`config.mk`:
```
export PLATFORM = sky130hd
export DESIGN_NAME = kitchen_timer_multi
export DESIGN_NICKNAME = d
export VERILOG_FILES = /design/src/rtl/kt_pkg.sv /design/src/rtl/kt_channel.sv /design/src/rtl/kitchen_timer_multi.sv
export SDC_FILE = /design/constraint.sdc
export NUM_CORES = 1
export LEC_CHECK = 0
export BUFFER_PORTS_ARGS = -buffer_cell sky130_fd_sc_hd__buf_4
export CORE_ASPECT_RATIO = 1.1
export CORE_MARGIN = 2
export CORE_UTILIZATION = 57
export DETAILED_ROUTE_END_ITERATION = 16
export PLACE_DENSITY = 0.86
export SETUP_SLACK_MARGIN = 0.3
export SLEW_MARGIN = 20
export SYNTH_ARGS = -nofsm -noshare
export SYNTH_HDL_FRONTEND = slang
export SYNTH_HIERARCHICAL = 1
export SYNTH_SLANG_ARGS = --single-unit
```
`constraint.sdc`:
```
create_clock -name clk -period 5.2 [get_ports clk]
set_input_delay 0.78 -clock clk [delete_from_list [all_inputs] [get_ports clk]]
set_output_delay 0.78 -clock clk [all_outputs]
set_load 0.02 [all_outputs]
```
`src/rtl/kt_pkg.sv`:
```
// Shared definitions for the multi-channel kitchen timer.
// Contents: command opcodes, channel state encoding and the seconds limit.
package kt_pkg;

   // Command opcodes carried on cmd_op
   localparam logic [2:0] OP_NOP     = 3'd0;
   localparam logic [2:0] OP_LD_MIN  = 3'd1;
   localparam logic [2:0] OP_LD_SEC  = 3'd2;
   localparam logic [2:0] OP_START   = 3'd3;
   localparam logic [2:0] OP_PAUSE   = 3'd4;
   localparam logic [2:0] OP_RESUME  = 3'd5;
   localparam logic [2:0] OP_CLEAR   = 3'd6;
   localparam logic [2:0] OP_SET_DIR = 3'd7;

   localparam logic [6:0] SEC_MAX = 7'd59;

   typedef enum logic [1:0] {
      ST_IDLE   = 2'd0,
      ST_RUN    = 2'd1,
      ST_PAUSED = 2'd2,
      ST_ALARM  = 2'd3
   } kt_state_t;

endpackage

```
`src/rtl/kt_channel.sv`:
```
// One timer channel: control FSM, mm:ss up/down counter and alarm auto-clear.
// Ports:
//   clk, reset     clock, synchronous active-high reset
//   cmd_valid      command strobe already decoded for this channel
//   cmd_op         opcode (kt_pkg OP_*)
//   cmd_data       operand for loads / direction
//   tick           1 Hz tick pulse
//   err_c          combinational: strobed command is rejected in this state
//   cnt_min        current minutes (binary)
//   cnt_sec        current seconds (binary)
//   running        channel is in RUN
//   alarm          channel is in ALARM
module kt_channel
   import kt_pkg::*;
#(
   parameter int unsigned MAX_MIN    = 59,
   parameter int unsigned ALARM_SECS = 10
) (
   input  logic       clk,
   input  logic       reset,
   input  logic       cmd_valid,
   input  logic [2:0] cmd_op,
   input  logic [6:0] cmd_data,
   input  logic       tick,
   output logic       err_c,
   output logic [6:0] cnt_min,
   output logic [6:0] cnt_sec,
   output logic       running,
   output logic       alarm
);

   localparam logic [6:0] MIN_LIM = 7'(MAX_MIN);

   kt_state_t  state;
   logic       dir_up;
   logic [6:0] acnt;
   logic       accept;

   // Legality of the strobed command in the current state
   always_comb begin
      accept = 1'b0;
      err_c  = 1'b0;
      if (cmd_valid) begin
         case (cmd_op)
            OP_LD_MIN, OP_LD_SEC, OP_SET_DIR:
               accept = (state == ST_IDLE) || (state == ST_PAUSED);
            OP_START:  accept = (state == ST_IDLE);
            OP_PAUSE:  accept = (state == ST_RUN);
            OP_RESUME: accept = (state == ST_PAUSED);
            OP_CLEAR:  accept = 1'b1;
            default:   accept = 1'b0;
         endcase
         err_c = !accept && (cmd_op != OP_NOP);
      end
   end

   // FSM, counter and alarm timer; running/alarm are updated with the state.
   // A strobe in the same clk as a tick wins and the tick is dropped.
   always_ff @(posedge clk) begin
      if (reset) begin
         state   <= ST_IDLE;
         cnt_min <= '0;
         cnt_sec <= '0;
         dir_up  <= 1'b0;
         acnt    <= '0;
         running <= 1'b0;
         alarm   <= 1'b0;
      end else if (cmd_valid) begin
         if (accept) begin
            case (cmd_op)
               OP_LD_MIN:  cnt_min <= (cmd_data > MIN_LIM) ? MIN_LIM : cmd_data;
               OP_LD_SEC:  cnt_sec <= (cmd_data > SEC_MAX) ? SEC_MAX : cmd_data;
               OP_SET_DIR: dir_up  <= cmd_data[0];
               OP_START, OP_RESUME: begin
                  state   <= ST_RUN;
                  running <= 1'b1;
               end
               OP_PAUSE: begin
                  state   <= ST_PAUSED;
                  running <= 1'b0;
               end
               OP_CLEAR: begin
                  state   <= ST_IDLE;
                  running <= 1'b0;
                  alarm   <= 1'b0;
                  cnt_min <= '0;
                  cnt_sec <= '0;
                  acnt    <= '0;
               end
               default: ;
            endcase
         end
      end else if (tick) begin
         case (state)
            ST_RUN: begin
               if (dir_up) begin
                  if (cnt_sec != SEC_MAX) begin
                     cnt_sec <= cnt_sec + 7'd1;
                  end else begin
                     cnt_sec <= '0;
                     cnt_min <= (cnt_min >= MIN_LIM) ? 7'd0 : cnt_min + 7'd1;
                  end
               end else if (cnt_sec != 7'd0) begin
                  cnt_sec <= cnt_sec - 7'd1;
               end else if (cnt_min != 7'd0) begin
                  cnt_sec <= SEC_MAX;
                  cnt_min <= cnt_min - 7'd1;
               end else begin
                  // Expired: this entering tick is not counted by the alarm timer
                  state   <= ST_ALARM;
                  running <= 1'b0;
                  alarm   <= 1'b1;
                  acnt    <= '0;
               end
            end
            ST_ALARM: begin
               if (ALARM_SECS != 0) begin
                  if (acnt == 7'(ALARM_SECS - 1)) begin
                     state   <= ST_IDLE;
                     alarm   <= 1'b0;
                     acnt    <= '0;
                     cnt_min <= '0;
                     cnt_sec <= '0;
                  end else begin
                     acnt <= acnt + 7'd1;
                  end
               end
            end
            default: ;
         endcase
      end
   end

endmodule

```
`src/rtl/kitchen_timer_multi.sv`:
```
// N-channel kitchen timer with command port and BCD display of one channel.
// Ports:
//   clk, reset          clock, synchronous active-high reset
//   tick_1hz            one-clk pulse per second
//   cmd_valid/ch/op/data command port, one command per clk
//   cmd_err             1-clk pulse the clk after a rejected command
//   disp_sel            channel shown on the digits (out of range -> 00:00)
//   min_1,min_0         BCD minutes tens/units
//   sec_1,sec_0         BCD seconds tens/units
//   running, alarm      per-channel status
module kitchen_timer_multi
   import kt_pkg::*;
#(
   parameter int unsigned N_CH       = 4,
   parameter int unsigned MAX_MIN    = 59,
   parameter int unsigned ALARM_SECS = 10,
   localparam int unsigned CH_W      = (N_CH > 1) ? $clog2(N_CH) : 1
) (
   input  logic            clk,
   input  logic            reset,
   input  logic            tick_1hz,
   input  logic            cmd_valid,
   input  logic [CH_W-1:0] cmd_ch,
   input  logic [2:0]      cmd_op,
   input  logic [6:0]      cmd_data,
   output logic            cmd_err,
   input  logic [CH_W-1:0] disp_sel,
   output logic [3:0]      min_1,
   output logic [3:0]      min_0,
   output logic [3:0]      sec_1,
   output logic [3:0]      sec_0,
   output logic [N_CH-1:0] running,
   output logic [N_CH-1:0] alarm
);

   logic [N_CH-1:0] ch_sel;
   logic [N_CH-1:0] ch_err;
   logic [6:0]      ch_min [N_CH];
   logic [6:0]      ch_sec [N_CH];
   logic            bad_ch;
   logic [6:0]      dmin;
   logic [6:0]      dsec;

   assign bad_ch = (32'(cmd_ch) >= N_CH);

   // Per-channel command decode and channel instances
   for (genvar gi = 0; gi < N_CH; gi++) begin : g_ch
      assign ch_sel[gi] = cmd_valid && (cmd_ch == CH_W'(gi));

      kt_channel #(
         .MAX_MIN    (MAX_MIN),
         .ALARM_SECS (ALARM_SECS)
      ) u_ch (
         .clk       (clk),
         .reset     (reset),
         .cmd_valid (ch_sel[gi]),
         .cmd_op    (cmd_op),
         .cmd_data  (cmd_data),
         .tick      (tick_1hz),
         .err_c     (ch_err[gi]),
         .cnt_min   (ch_min[gi]),
         .cnt_sec   (ch_sec[gi]),
         .running   (running[gi]),
         .alarm     (alarm[gi])
      );
   end

   // Display mux; unmatched selector leaves 00:00
   always_comb begin
      dmin = '0;
      dsec = '0;
      for (int k = 0; k < N_CH; k++) begin
         if (disp_sel == CH_W'(k)) begin
            dmin = ch_min[k];
            dsec = ch_sec[k];
         end
      end
   end

   // Registered error pulse and BCD digits
   always_ff @(posedge clk) begin
      if (reset) begin
         cmd_err <= 1'b0;
         min_1   <= '0;
         min_0   <= '0;
         sec_1   <= '0;
         sec_0   <= '0;
      end else begin
         cmd_err <= cmd_valid && (cmd_op != OP_NOP) && (bad_ch || (|ch_err));
         min_1   <= 4'(dmin / 7'd10);
         min_0   <= 4'(dmin % 7'd10);
         sec_1   <= 4'(dsec / 7'd10);
         sec_0   <= 4'(dsec % 7'd10);
      end
   end

endmodule
```
Word-level counts from Yosys, hierarchy flattened
Index checks and enable logic that the tools add are counted.
{"block": "totals", "ramBits": 0, "wordCells": 467, "mem_count": 0, "reg_bits": 121, "mem_bits_ro": 0, "input_bits": 18, "latch_bits": 0}
{"block": "op_classes", "bitwise_logic": 0, "eq_ne": 101, "n_reduce_logical": 77, "n_mux": 227, "n_div": 4, "mul": 0, "n_shift": 0, "magnitude_cmp": 5, "add_sub_neg": 20}
{"op": "$mux 7", "n": 102}
{"op": "$pmux 7 s2", "n": 14}
{"op": "$reduce_and 8->1", "n": 12}
{"op": "$add 7x1->7 const B", "n": 12}
{"op": "$mux 1", "n": 69}
{"op": "$mux 2", "n": 28}
{"op": "$reduce_and 7->1", "n": 8}
{"op": "$reduce_bool 7->1", "n": 8}
{"op": "$sub 7x1->7 const B", "n": 8}
{"op": "$ne 3x2->1 const B", "n": 12}
{"op": "$ne 3x3->1 const B", "n": 12}
{"op": "$ne 4x2->1 const B", "n": 8}
{"op": "$eq 7x4->1 const B", "n": 4}
{"op": "$ge 7x6->1 const B", "n": 4}
{"op": "$ne 7x6->1 const B", "n": 4}
{"op": "$eq 2x2->1 const B", "n": 12}
{"op": "$ne 2x1->1 const B", "n": 12}
{"op": "$reduce_and 6->1", "n": 4}
{"op": "$ne 5x3->1 const B", "n": 4}
{"op": "$pmux 1 s5", "n": 4}
{"op": "$ne 2x2->1 const B", "n": 8}
{"op": "$ne 4x3->1 const B", "n": 4}
{"op": "$ne 4x4->1 const B", "n": 4}
{"op": "$pmux 2 s2", "n": 4}
{"op": "20 further kinds", "n": 73}

Longest topological paths before layout
{"block": "depth", "ltp_word": 9, "mapped_depth": 24}

Cells and area by module
The synthesis kept the hierarchy.
{"module": "kt_channel at g_ch[2].u_ch ...", "area_each_um2": 2194.6, "cells_per_inst": 292, "instances": 2, "seq_area_each_um2": 520.5}
{"module": "kt_channel at g_ch[0].u_ch ...", "area_each_um2": 2185.8, "cells_per_inst": 282, "instances": 2, "seq_area_each_um2": 520.5}
{"module": "kitchen_timer_multi", "area_each_um2": 1889.3, "cells_per_inst": 217, "instances": 1, "seq_area_each_um2": 340.3}

Least setup slack after synthesis
OpenSTA, ideal clock, no wires.
{"block": "synth_path", "path_kind": "input to register", "startpoint": "input port disp_sel[0]", "endpoint": "register sec_0[2]", "setup_ns": 0.068, "arrival_ns": 5.224, "stages": 24, "required_time_ns": 5.132, "path_slack_ns": -0.092, "cell_sequence": "buf_6 -> buf_12 -> mux4_2 -> buf_2 -> nand2_1 -> nor2_1 -> nor2_1 -> ha_1 -> nand4b_1 -> a21oi_1 -> or4_4 -> nor2_2 -> ha_1 -> inv_1 -> o31ai_1 -> a2bb2oi_1 -> a211oi_1 -> a22oi_1 -> xnor2_1 -> ha_1 -> inv_1 -> a211o_1 -> mux2_4 -> o21ai_2"}
{"block": "synth_between", "elab_chain_cells": 6, "word_cells_on_any_way": 9, "classes_between": "div: 1; eq/ne: 3; mux: 4; reduce/logical: 1"}
{"item": "start, declared", "line": "kitchen_timer_multi.sv:27", "rtl": "input logic [CH_W-1:0] disp_sel,"}
{"item": "$logic_not 2->1", "line": "kitchen_timer_multi.sv:73", "rtl": "if (disp_sel == CH_W'(k)) begin"}
{"item": "$mux 7 (3 in a row)", "line": "kitchen_timer_multi.sv:73"}
{"item": "$mux 7 (*)", "line": "kitchen_timer_multi.sv:73"}
{"item": "$mod 7x4->7 (*)", "line": "kitchen_timer_multi.sv:93", "rtl": "sec_0 <= 4'(dsec % 7'd10);"}
{"item": "end signal, assigned", "line": "kitchen_timer_multi.sv:93"}
{"item": "end, declared", "line": "kitchen_timer_multi.sv:31", "rtl": "output logic [3:0] sec_0,"}
Mark *: on every way between the ends. The rest lies on a longest branch, timed or not.
A chain may end at the register's enable or synchronous reset.

Worst setup path in the final report
{"block": "layout_path", "startpoint": "input port disp_sel[0]", "endpoint": "register min_0[2]"}
{"block": "layout_between", "elab_chain_cells": 6, "word_cells_on_any_way": 9, "classes_between": "div: 1; eq/ne: 3; mux: 4; reduce/logical: 1"}
{"item": "$logic_not 2->1", "line": "kitchen_timer_multi.sv:73"}
{"item": "$mux 7 (3 in a row)", "line": "kitchen_timer_multi.sv:73"}
{"item": "$mux 7 (*)", "line": "kitchen_timer_multi.sv:73"}
{"item": "$mod 7x4->7 (*)", "line": "kitchen_timer_multi.sv:91", "rtl": "min_0 <= 4'(dmin % 7'd10);"}
{"item": "end signal, assigned", "line": "kitchen_timer_multi.sv:91"}
{"item": "end, declared", "line": "kitchen_timer_multi.sv:29", "rtl": "output logic [3:0] min_0,"}
Marks and branches as above.

==> results.yml <==
global_route:
  grtUsageTotal: 0.310
  grt-ovfl-total: 0
  grt_busiest_layer: "met2"
  grtUsageMet3: 0.0455
  grt_antenna_before_repair: 0
  grt_max_degree: 49
  met2_usage: 0.519
  met1_usage: 0.393
  grt_pass1_wl_um: 50600
  first_global_vias: 10400
placed_design:
  placed_area_um2: 11000
  dp_hpwl_um: 21600
  numPlacedInstances: 1579
  gp_congestion: 1.01
  port_buffers: 42
clock_tree:
  clkLatencyLatePin_ns: 0.42
  cts_sinks: 121
  cts_root_buf: "clkbuf_16"
  cts_buffers: 17
  path_clk_slew_ns: 0.05
  cts_tree: "yes"
  cts_max_path_buffers: 2
  htree_levels: 4
  cts_hold_buf: 0
worst_setup_path:
  cp-endpoint: "min_0[2]"
  worst_path_max_delay_cell: "mux4_2"
  startpoint_type: "primary input"
  crit_required_ns: 5.51
  rrSetupSlack_ns: 0.60
  ff2ff_path_depth: 20
  arrival_ns: 5.13
  criticalPathCategory: "primary input to register"
  end_kind: "register"
  crit_start: "disp_sel[0]"
  crit_path_max_incr_delay_ns: 0.59
  path_max_fanout: 9
  reg2reg_from: "g_ch[1].u_ch/cnt_sec[4]"
  r2r-end: "sec_0[1]"
  crit_chain: "buf_4, buf_6, mux4_2, nor2b_1, a21oi_1, ha_1, o311a_1, nor2_1, xnor2_1, inv_1, ha_1, nand4_1, nand3_1, a21o_1, xnor2_2, ha_2, nor2b_1, a21oi_1, o221ai_2, a21o_1, mux2_2"
timing:
  min_period_ns: 4.82
  hold_viol: 0
  setup_viol: 0
  slew_violations: 0
  worstMarginPinSlew_ns: 0.897
  period_share: 0.926
  finClkSkew_ns: 0.00726
  max-slew-margin-rel: 0.401
  max_freq_ghz: 0.208
  rsz0062_at_grt: "yes"
flow_run:
  cap_violations: 0
run_status:
  outcome: "finished clean"
die:
  fp.dieH_um: 147
  dieArea_um2: 19800
  core_um2: 18300
  pin_count: 43
  die_w_um: 134
  start_util: 0.580
  rows: 52
cells_and_area:
  nFillCells: 1555
  design_area_um2: 11700
  regArea_um2: 2420
  areaGrowthSynthToFinish_pct: 9.92
  stdcell_count: 1612
  diodes: 0
  drive_above_1_share: 0.134
  multiInputGateArea_um2: 7660
  nets: 1415
yosys:
  synth-seq-area-share: 0.227
  synthMostInstantiatedCell: "a21oi_1"
  synth_top_area_frac: 0.227
  netlist_instances: 1365
  ys_top_cells_by_area: "dfxtp_1, a21oi_1, ha_1"
  ys.flop_type: "dfxtp_1"
  synth_edf_count: 0
  syn-num-nets: 1423
  yosys_warnings: 6
  synth_top_area_cell: "dfxtp_1"
  synth-seq-cells: 121
  synthTopCellsByCount: "a21oi_1, nor2_1, dfxtp_1"
  async_reset_ff_frac: 0
  synth_cell_type_count: 90
  syn_area_um2: 10700
  syn_area_per_cell_um2: 7.80
detailed_routing:
  ant_nets: 0
  drt_pass1_iterations: 6
  drt_iter0_drc: 1513
  wl_per_cell_um: 19.5
  drc: 0
  wl_um: 31400
  num_vias: 11300
  vias_per_cell: 7.04
power_and_ir_drop:
  power_per_cell_area_nw_per_um2: 288
  leakage_nw: 4.26
  ir_drop_mv: 0.257
hold_path:
  whs_path_depth: 2
  hold_path_class: "register to register"
==> stage by stage <==
| stage | util | power (mW) | TNS, ns | hold WS (ns) | worst slack, ns |
|---|---|---|---|---|---|
| 6_report | 0.638 | 3.38 | 0 | 0.470 | 0.384 |
| 5_1_grt | 0.638 | 3.53 | 0 | 0.493 | 0.189 |
| 4_1_cts | 0.635 | 3.34 | 0 | 0.474 | 0.354 |
| 3_5_place_dp | 0.602 | 2.09 | -0.0474 | 0.464 | -0.0474 |
| 3_3_place_gp | 0.602 | 2.06 | 0 | 0.459 | 0.122 |
| 2_1_floorplan | - | 1.86 | 0 | 0.439 | 0.268 |
==> per-layer routing <==
metal / wire [um] / part of all wire / vias up
li1: - / - / 5207
met2: 15000 / 0.48 / 691
met4: 1160 / 0.037 / 0
met5: 0 / 0 / -
met3: 2990 / 0.095 / 123
met1: 12300 / 0.39 / 5320
==> registers in the layout, summed over array words and instances, names as in the netlist <==
| signal | cells |
|---|---|
| g_ch.u_ch/running | 4 |
| g_ch.u_ch/cnt_min | 28 |
| g_ch.u_ch/acnt | 28 |
| g_ch.u_ch/cnt_sec | 28 |
| g_ch.u_ch/state | 8 |
| min_1 | 4 |
| min_0 | 4 |
| cmd_err | 1 |
| sec_0 | 4 |
| g_ch.u_ch/alarm | 4 |
| g_ch.u_ch/dir_up | 4 |
| sec_1 | 4 |
==> cells by family (layout without fill, tap and decap cells) <==
group / count (synthesis) / count (layout) / synth area share
adder cells (fa/ha/maj): 40 / 40 / 0.0470
AND/OR/NAND/NOR: 518 / 518 / 0.285
multiplexers: 37 / 37 / 0.0527
buffers and inverters: 148 / 152 / 0.0599
flip-flops: 121 / 121 / 0.227
XOR/XNOR: 39 / 39 / 0.0321
AO/OA/AOI/OAI: 462 / 462 / 0.296
==> worst min path at each step <==
stage                    startpoint                   end  slack, ns
2_1_floorplan  g_ch[2].u_ch/acnt[6]  g_ch[2].u_ch/acnt[6]       0.44
3_3_place_gp     g_ch[3].u_ch/alarm    g_ch[3].u_ch/alarm       0.46
3_5_place_dp   g_ch[2].u_ch/running  g_ch[2].u_ch/running       0.46
4_1_cts          g_ch[3].u_ch/alarm    g_ch[3].u_ch/alarm       0.47
5_1_grt        g_ch[2].u_ch/running  g_ch[2].u_ch/running       0.49
6_report         g_ch[3].u_ch/alarm    g_ch[3].u_ch/alarm       0.47
==> what timing repair did <==
action | in CTS | in global routing
buffers inserted | 0 | 2
hold endpoints to repair | 0 | 0
gates resized for setup | 0 | 8
endpoints found under the setup margin | 0 | 6
==> worst max-delay path, delay by kind of cell <==
family / cells / cell delay (ns)
mux: 2 / 0.91
simple gates: 5 / 0.73
xor+xnor: 2 / 0.36
compound gates: 6 / 1.21
buf+inv: 3 / 0.40
fa+ha+maj: 3 / 0.73
==> where the power goes <==
part | internal [mW] | leakage [nW] | switching (mW)
sequential | 0.988 | 0.983 | 0.115
clock | 0.824 | 0.294 | 0.424
combinational | 0.434 | 2.99 | 0.591
total | 2.25 | 4.26 | 1.13
==> layout make-up <==
class,instances,area share
clock buffers,24,0.0403
clock inverters,7,0.0121
inverters,56,0.0180
multi-input cells,1096,0.655
flip-flops and latches,121,0.207
well taps,243,0.0260
repair buffers,65,0.0420
==> placed cells by master (no fill, tap or decap), drive strengths merged, types with 9 or more instances in the layout <==
cell,instances
a2111oi,10
a211o,10
a211oi,37
a21boi,12
a21o,12
a21oi,132
a311oi,18
a31oi,36
a32oi,9
and2,12
and3,12
buf,65
clkbuf,24
dfxtp,121
ha,40
inv,56
mux2,10
mux2i,13
mux4,14
nand2,66
nand2b,35
nand3,39
nand3b,15
nand4,25
nor2,125
nor2b,36
nor3,31
nor3b,17
nor4,15
nor4b,11
o211ai,12
o21ai,56
o31ai,25
o32ai,12
or2,11
or3,16
or4,11
xnor2,20
xor2,19
Power figures use the tool's default switching activity.
